==> src/rtl/cpu_ctrl.sv <==
// cpu_ctrl: multi-cycle control sequencer for the 8-bit CPU.
// Walks FETCH/DECODE/EXEC/MEM, drives every datapath strobe and owns the
// req/ack handshake to memory. Outputs are combinational from state + IR.
//
// Memory handshake (valid/ready style): mem_req_o is the valid, mem_ack_i is
// the ready. The request and mem_we_o stay asserted and unchanged from the
// first requesting cycle until the cycle in which mem_ack_i is sampled high;
// that cycle completes the transfer. mem_ack_i in any other state is ignored.
module cpu_ctrl #(
  parameter int MEM_TIMEOUT = 15,
  parameter int TO_W        = 4
) (
  input  logic       clk_i,
  input  logic       rst_i,
  input  logic       run_i,
  input  logic [7:0] instr_i,
  input  logic       zero_i,
  input  logic       mem_ack_i,
  output logic       mem_req_o,
  output logic       mem_we_o,
  output logic       addr_sel_o,
  output logic       ir_load_o,
  output logic       pc_inc_o,
  output logic       pc_load_o,
  output logic [2:0] alu_op_o,
  output logic [1:0] acc_src_o,
  output logic       acc_we_o,
  output logic       reg_we_o,
  output logic       out_we_o,
  output logic       halted_o,
  output logic       fault_o,
  output logic [2:0] state_o
);

  typedef enum logic [2:0] {
    S_IDLE   = 3'd0,
    S_FETCH  = 3'd1,
    S_DECODE = 3'd2,
    S_EXEC   = 3'd3,
    S_MEM    = 3'd4,
    S_HALT   = 3'd5,
    S_FAULT  = 3'd6
  } state_t;

  // Last waiting cycle: if no ack arrives here, the next state is FAULT.
  localparam logic [TO_W-1:0] TO_LAST = TO_W'(MEM_TIMEOUT - 1);

  state_t          state_q, state_d;
  logic [TO_W-1:0] to_cnt_q;
  logic            run_armed_q;   // run_i seen low while halted
  logic [3:0]      opcode;
  logic            is_ld, is_st, to_last;
  logic            unused_operand;

  assign opcode  = instr_i[7:4];
  assign is_ld   = (opcode == 4'h7);
  assign is_st   = (opcode == 4'h8);
  assign to_last = (to_cnt_q == TO_LAST);
  // The operand field is consumed by the datapath, not by the sequencer.
  assign unused_operand = ^instr_i[3:0];

  // State register.
  always_ff @(posedge clk_i or posedge rst_i) begin
    if (rst_i) state_q <= S_IDLE;
    else       state_q <= state_d;
  end

  // Wait counter: cleared on every state change, counts while waiting for ack.
  always_ff @(posedge clk_i or posedge rst_i) begin
    if (rst_i) begin
      to_cnt_q <= '0;
    end else if (state_d != state_q) begin
      to_cnt_q <= '0;
    end else if (state_q == S_FETCH || state_q == S_MEM) begin
      to_cnt_q <= to_cnt_q + 1'b1;
    end
  end

  // HALT resume arming: a low run_i must be seen before a high one resumes.
  always_ff @(posedge clk_i or posedge rst_i) begin
    if (rst_i)                  run_armed_q <= 1'b0;
    else if (state_q != S_HALT) run_armed_q <= 1'b0;
    else if (!run_i)            run_armed_q <= 1'b1;
  end

  // Next-state logic; an ack in the last waiting cycle beats the timeout.
  always_comb begin
    state_d = state_q;
    unique case (state_q)
      S_IDLE:   if (run_i) state_d = S_FETCH;
      S_FETCH: begin
        if (mem_ack_i)    state_d = S_DECODE;
        else if (to_last) state_d = S_FAULT;
      end
      S_DECODE: begin
        if (is_ld || is_st)      state_d = S_MEM;
        else if (opcode == 4'hF) state_d = S_HALT;
        else                     state_d = S_EXEC;
      end
      S_EXEC:   state_d = S_FETCH;
      S_MEM: begin
        if (mem_ack_i)    state_d = S_FETCH;
        else if (to_last) state_d = S_FAULT;
      end
      S_HALT:   if (run_armed_q && run_i) state_d = S_FETCH;
      S_FAULT:  state_d = S_FAULT;
      default:  state_d = S_IDLE;
    endcase
  end

  // Output decode from current state, instruction, zero flag and ack.
  always_comb begin
    mem_req_o  = 1'b0;
    mem_we_o   = 1'b0;
    addr_sel_o = 1'b0;
    ir_load_o  = 1'b0;
    pc_inc_o   = 1'b0;
    pc_load_o  = 1'b0;
    alu_op_o   = 3'd0;
    acc_src_o  = 2'd0;
    acc_we_o   = 1'b0;
    reg_we_o   = 1'b0;
    out_we_o   = 1'b0;
    state_o    = state_q;
    halted_o   = (state_q == S_HALT) || (state_q == S_FAULT);
    fault_o    = (state_q == S_FAULT);
    case (state_q)
      S_FETCH: begin
        mem_req_o = 1'b1;
        if (mem_ack_i) begin
          ir_load_o = 1'b1;
          pc_inc_o  = 1'b1;
        end
      end
      S_EXEC: begin
        case (opcode)
          4'h1: begin
            acc_we_o  = 1'b1;
            acc_src_o = 2'd1;
          end
          4'h2, 4'h3, 4'h4, 4'h5, 4'h6: begin
            acc_we_o = 1'b1;
            alu_op_o = 3'(opcode - 4'd2);
          end
          4'h9: begin
            acc_we_o  = 1'b1;
            acc_src_o = 2'd3;
          end
          4'hA: out_we_o  = 1'b1;
          4'hB: pc_load_o = 1'b1;
          4'hC: pc_load_o = zero_i;
          4'hD: reg_we_o  = 1'b1;
          // MOVR: ALU ADD with the datapath zeroing input A.
          4'hE: acc_we_o  = 1'b1;
          default: ;
        endcase
      end
      S_MEM: begin
        mem_req_o  = 1'b1;
        addr_sel_o = 1'b1;
        mem_we_o   = is_st;
        if (mem_ack_i && is_ld) begin
          acc_we_o  = 1'b1;
          acc_src_o = 2'd2;
        end
      end
      default: ;
    endcase
  end

endmodule

==> config.mk <==
export PLATFORM = sky130hd
export DESIGN_NAME = cpu_ctrl
export DESIGN_NICKNAME = d
export VERILOG_FILES = /design/src/rtl/cpu_ctrl.sv
export SDC_FILE = /design/constraint.sdc
export NUM_CORES = 1
export LEC_CHECK = 0
export CORE_ASPECT_RATIO = 0.9
export CORE_MARGIN = 2
export CORE_UTILIZATION = 32
export DETAILED_ROUTE_END_ITERATION = 6
export PLACE_DENSITY = 0.72
export SYNTH_ARGS = -nofsm -noshare
export SYNTH_HDL_FRONTEND = slang
export SYNTH_SLANG_ARGS = --single-unit
==> constraint.sdc <==
create_clock -name clk_i -period 4.1 [get_ports clk_i]
set_clock_uncertainty 0.2 [all_clocks]
set_input_delay 1.025 -clock clk_i [delete_from_list [all_inputs] [get_ports clk_i]]
set_output_delay 1.025 -clock clk_i [all_outputs]
set_load 0.005 [all_outputs]
## After elaboration in Yosys (flattened, before gate mapping)

Index checks and enable logic that the tools add are counted.

| word-level totals | value |
|---|---|
| register bits | 8 |
| input bits | 13 |

| cells by class | value |
|---|---|
| $add $sub $neg | 2 |
| eq/ne operators | 25 |
| multiplexer cells | 31 |
| reduce and logical (&&, ||, !) cells | 10 |

Operators by type and width:

| cell | count |
|---|---|
| $eq A4 B4 Y1 const B | 9 |
| $mux W3 | 9 |
| $pmux W3 S7 | 1 |
| $eq A4 B3 Y1 const B | 4 |
| $mux W1 | 14 |
| $eq A3 B3 Y1 const B | 3 |
| $eq A4 B2 Y1 const B | 2 |
| $mux W4 | 2 |
| $pmux W2 S2 | 2 |
| $reduce_or A8 Y1 | 1 |
| $eq A3 B2 Y1 const B | 2 |
| $reduce_or A5 Y1 | 1 |
| $add A4 B1 Y4 const B | 1 |
| $eq A4 B1 Y1 const B | 1 |
| $pmux W1 S2 | 2 |
| $eq A3 B1 Y1 const B | 1 |
| $logic_not A3 Y1 | 1 |
| $logic_or A1 B1 Y1 | 3 |
| $ne A3 B3 Y1 | 1 |
| $ne A3 B3 Y1 const B | 1 |
| $sub A3 B2 Y3 const B | 1 |
| $logic_and A1 B1 Y1 | 2 |
| $mux W2 | 1 |
| $ne A2 B1 Y1 const B | 1 |
| other kinds (2) | 2 |

## Depth between registers and ports, before layout

| depth | value |
|---|---|
| word-level depth | 6 |
| gate-level depth with buffers | 6 |
| depth with buffers taken out | 6 |

## Worst setup path before layout

OpenSTA, ideal clock, no wires.

| timing | value |
|---|---|
| path kind | input to output |
| start point | input instr_i[6] |
| end point | output acc_src_o[1] |
| arrival time | 1.844 ns |
| required time | 2.875 ns |
| setup slack | 1.031 ns |
| stages | 5 |
| path buffers | 1 |
| path through | buf_6 -> nor2b_4 -> nand3_2 -> or4_4 -> o21ai_2 |

| on the way | value |
|---|---|
| longest elaborated chain between the ends | 4 |

RTL lines:

| item | line | text |
|---|---|---|
| start, declared | 16 | `input logic [7:0] instr_i,` |
| $eq A4 B3 Y1 | 56 | `assign is_ld = (opcode == 4'h7);` |
| $logic_and A1 B1 Y1 | 162 | `if (mem_ack_i && is_ld) begin` |
| $mux W2 | 162 |  |
| $pmux W2 S2 (*) | 127 | `case (state_q)` |
| end, declared | 26 | `output logic [1:0] acc_src_o,` |

Every way passes the cells marked *; elsewhere a longest branch is shown, timed or not.

## Worst setup path in the final report

| timing | value |
|---|---|
| start point | input instr_i[7] |
| end point | output acc_we_o |

| on the way | value |
|---|---|
| longest elaborated chain between the ends | 4 |

RTL lines:

| item | line | text |
|---|---|---|
| $eq A4 B4 Y1, or another cell as far along | 136 | `case (opcode)` |
| $reduce_or A8 Y1 (no line) / $logic_and A1 B1 Y1 (equally long branches) | - |  |
| $mux W1, on equally long branches | 136, 162 |  |
| $pmux W1 S2 (*) | 127 |  |
| end, declared | 27 | `output logic acc_we_o,` |

Marked as above.

==> results by group <==
Power
  • Net switching power: 244 uW
  • Internal power: 315 uW
  • Sw Share: 43.6%
  • Flop pwr share: 31.4%
  • Peak supply drop: about 400 uV
  • Leak: 0.000464 uW
  • Pwr Density: 480 nW/um^2
  • Gate power share: 57.9%
  • Clock power share: 10.7%

Floorplan
  • Rows: 17
  • Initial core utilization: 34.3%
  • Die ar.: 3100 sq um
  • Num ports: 32
  • Placeable Area: about 2500 sq um
  • Die Y: 53.0 um
  • Die Wd: 58.4 um

Synthesis
  • Seq/Total Area, Yosys: 23.5%
  • Yosys top cell area share: 23.5%
  • Top cells by area, synth: dfrtp_1 (23%), nor2_1 (6.2%), xnor2_1 (4.1%), buf_6 (4.0%), xnor2_4 (3.2%)
  • Yosys reg bits: 8
  • Post-Syn Area per Cell: 8.62 sq um
  • Synthesized Nets: between 100 and 150
  • Library cells used by synthesis: 44
  • Mapped Cells: 99
  • Syn. warnings: 0
  • Post-synth top area cell: dfrtp_1
  • Syn Std Cell Area: 853 sq um

CTS
  • Worst-case clock buffer depth: 2
  • Gates resized, CTS repair: 0
  • Htree depth: 1
  • Clk slew on worst S/H paths: roughly 50 ps
  • Clk sinks: 8
  • CTS buffer count: 3
  • Setup Fix Bufs, Post-CTS: 0
  • Clock Tree Root: clkbuf_4
  • Clk Latency, worst-skew pair: 250 ps
  • TritonCTS clock tree: built
  • Cts hold-fix bufs: 0

STA
  • Setup TNS: 0 ps
  • Final setup fails: 0
  • Final Cycle Share: a little over nine tenths
  • Final hold vios: 0
  • Top achievable clock speed: 0.249 GHz
  • Fin. max-slew vios: 0
  • Crit path time final: 4020 ps
  • Worst rel slew slack: 59.2%
  • Actual slew at the worst max-slew pin: 611 ps
  • RSZ-0062 raised after global routing: no

GRT
  • Global Route met2 Usage: 23.6%
  • Global routing usage on met1: 18.4%
  • Pin count of the biggest net entering global routing: 16
  • Initial antenna violation count: 0
  • Top Usage Layer GRT: met2
  • GRT Residual Overflow: 0
  • First-pass GRT wire length: 3350 um
  • Met3 Use GR: 3.91%
  • Vias in the first global route: 763
  • All-layer global routing usage: between 10 and 15%

Worst hold path
  • HP Class: flip-flop to flip-flop
  • Hold Path Stages: 2

Critical path
  • Critical path class: input pin to output port
  • Critical path startpoint category: input pin
  • Worst R2R Path Depth: 4
  • Worst-path fanout max: 4
  • Worst Path Arrival: 2800 ps
  • CP Capture Type: output port
  • CP Data Required Time: 2870 ps

Detailed routing
  • First-pass DRT Iterations: 4
  • Total wire length: around 2000 um
  • Drt wl/cell: 12.7 um
  • Via density: 5.12
  • DRC errors left: 0
  • Vias: between 800 and 900
  • Routed Antenna Nets: 0
  • 1st-iter DRT viols: 11

Final layout
  • Post-layout net count: 146
  • Area growth, synth to finish: 36.4%
  • FILL cells: roughly 260
  • Fin cells: 157
  • Share of cells above drive strength 1: 17.8%
  • # diodes: 0

Place
  • Gpl congestion: a little over 0.8
  • Post-DP HPWL: 1640 um
  • IO Port Bufs: 27
  • Cell Count Post-Placement: 154

Flow run
  • Max Cap Viol: 0

Status
  • Status: finished clean
## final cells by class
class,count,area (sq um),area share [%]
Sequential cell,8,200,17.2
Tap cell,28,35.0,3.01
Timing Repair Buffer,34,323,27.7
Multi-Input combinational cell,79,564,48.5
Clock buffer,3,22.5,1.94
Inverter,5,18.8,1.61
## power groups by stage
stage	logic [uW]	registers, uW	clock network [uW]
finish	323	176	59.9
global route	353	183	66.6
global placement	317	174	0
CTS	328	174	61.6
detailed placement	326	176	0
floorplan	268	126	0
## worst max-delay path, stage by stage
cell and delay, ps:
clkdlybuf4s50_1 500, nor2b_4 160, nand3_2 90, or4_4 440, o21ai_2 70, clkdlybuf4s50_1 510
## registers in the layout, summed over array words and instances, names as in the netlist
signal and flops:
to_cnt_q 4, run_armed_q 1, state_o 3
## through the flow
| stage | total power, uW | utilization [%] | hold slack (ps) | setup slack [ps] | cell area, sq um |
|---|---|---|---|---|---|
| after floorplan | 394 | - | 314 | 1030 | 853 |
| after CTS | 564 | 46.8 | 379 | 73.6 | 1160 |
| after detailed placement | 502 | 45.9 | 363 | 76.6 | 1140 |
| after global routing | 602 | 46.8 | 395 | 13.8 | 1160 |
| final | 559 | 46.8 | 373 | 77.9 | 1160 |
| after global placement | 492 | 45.9 | 344 | 86.4 | 1140 |
## worst paths after layout
check / start / to / slack, ps
max: instr_i[7] / acc_we_o / 80
min: run_armed_q$_DFFE_PP0P_ / run_armed_q$_DFFE_PP0P_ / 370
max reg2reg: state_o[1]$_DFF_PP0_ / state_o[2]$_DFF_PP0_ / 2240
min reg2reg: run_armed_q$_DFFE_PP0P_ / run_armed_q$_DFFE_PP0P_ / 370
max in group asynchronous: rst_i / run_armed_q$_DFFE_PP0P_ / 2650
min in group asynchronous: rst_i / to_cnt_q[2]$_DFFE_PP0P_ / 810
## Yosys cell counts
library cell	count
a211o_2	1
a211oi_2	1
a21boi_0	1
a21oi_1	4
a31oi_1	4
and2_1	1
and2b_1	1
and3_1	1
and4b_1	1
buf_4	3
buf_6	3
clkbuf_8	1
dfrtp_1	8
ha_1	2
inv_1	5
mux2i_1	1
nand2_1	6
nand2b_1	4
nand3_1	2
nand3_2	1
nand3b_4	1
nor2_1	14
nor2_4	1
nor2b_1	2
nor2b_4	1
nor3_1	3
nor3_2	1
nor3b_1	2
nor3b_2	1
nor4b_1	1
o211ai_2	1
o21a_1	1
o21ai_0	4
o21ai_1	1
o21ai_2	2
o221ai_1	1
o311ai_0	1
o32ai_1	1
or2b_1	1
or3_1	1
or3b_1	1
or4_4	1
xnor2_1	4
xnor2_4	1
## layer usage
layer	part of all wire [%]	routed length (um)
met4	0	0
met1	47	933
met3	3.9	77
met5	0	0
met2	49	979
## placed cells by master, fill, tap and decap left out, types with 2 or more instances in the layout
master and n:
ha_1 2, buf_4 7, nand2b_1 4, nor2b_1 2, clkbuf_4 3, nor3b_1 2
nand2_1 6, o21ai_2 2, nand3_1 2, clkdlybuf4s50_1 27, nor2_1 14, dfrtp_1 8
a31oi_1 4, nor3_1 3, a21oi_1 4, xnor2_1 4, o21ai_0 4, inv_1 5
## logic make-up (layout without fill, tap and decap cells)
logic type | after synthesis | count (layout) | share of synthesized area, %
compound gates | 23 | 23 | 19.2
mux | 1 | 1 | 1.17
xor+xnor | 5 | 5 | 7.33
fa+ha+maj | 2 | 2 | 2.93
buf+inv | 12 | 42 | 10.4
flops | 8 | 8 | 23.5
simple gates | 48 | 48 | 35.5
(Power assumes the default switching activity.)
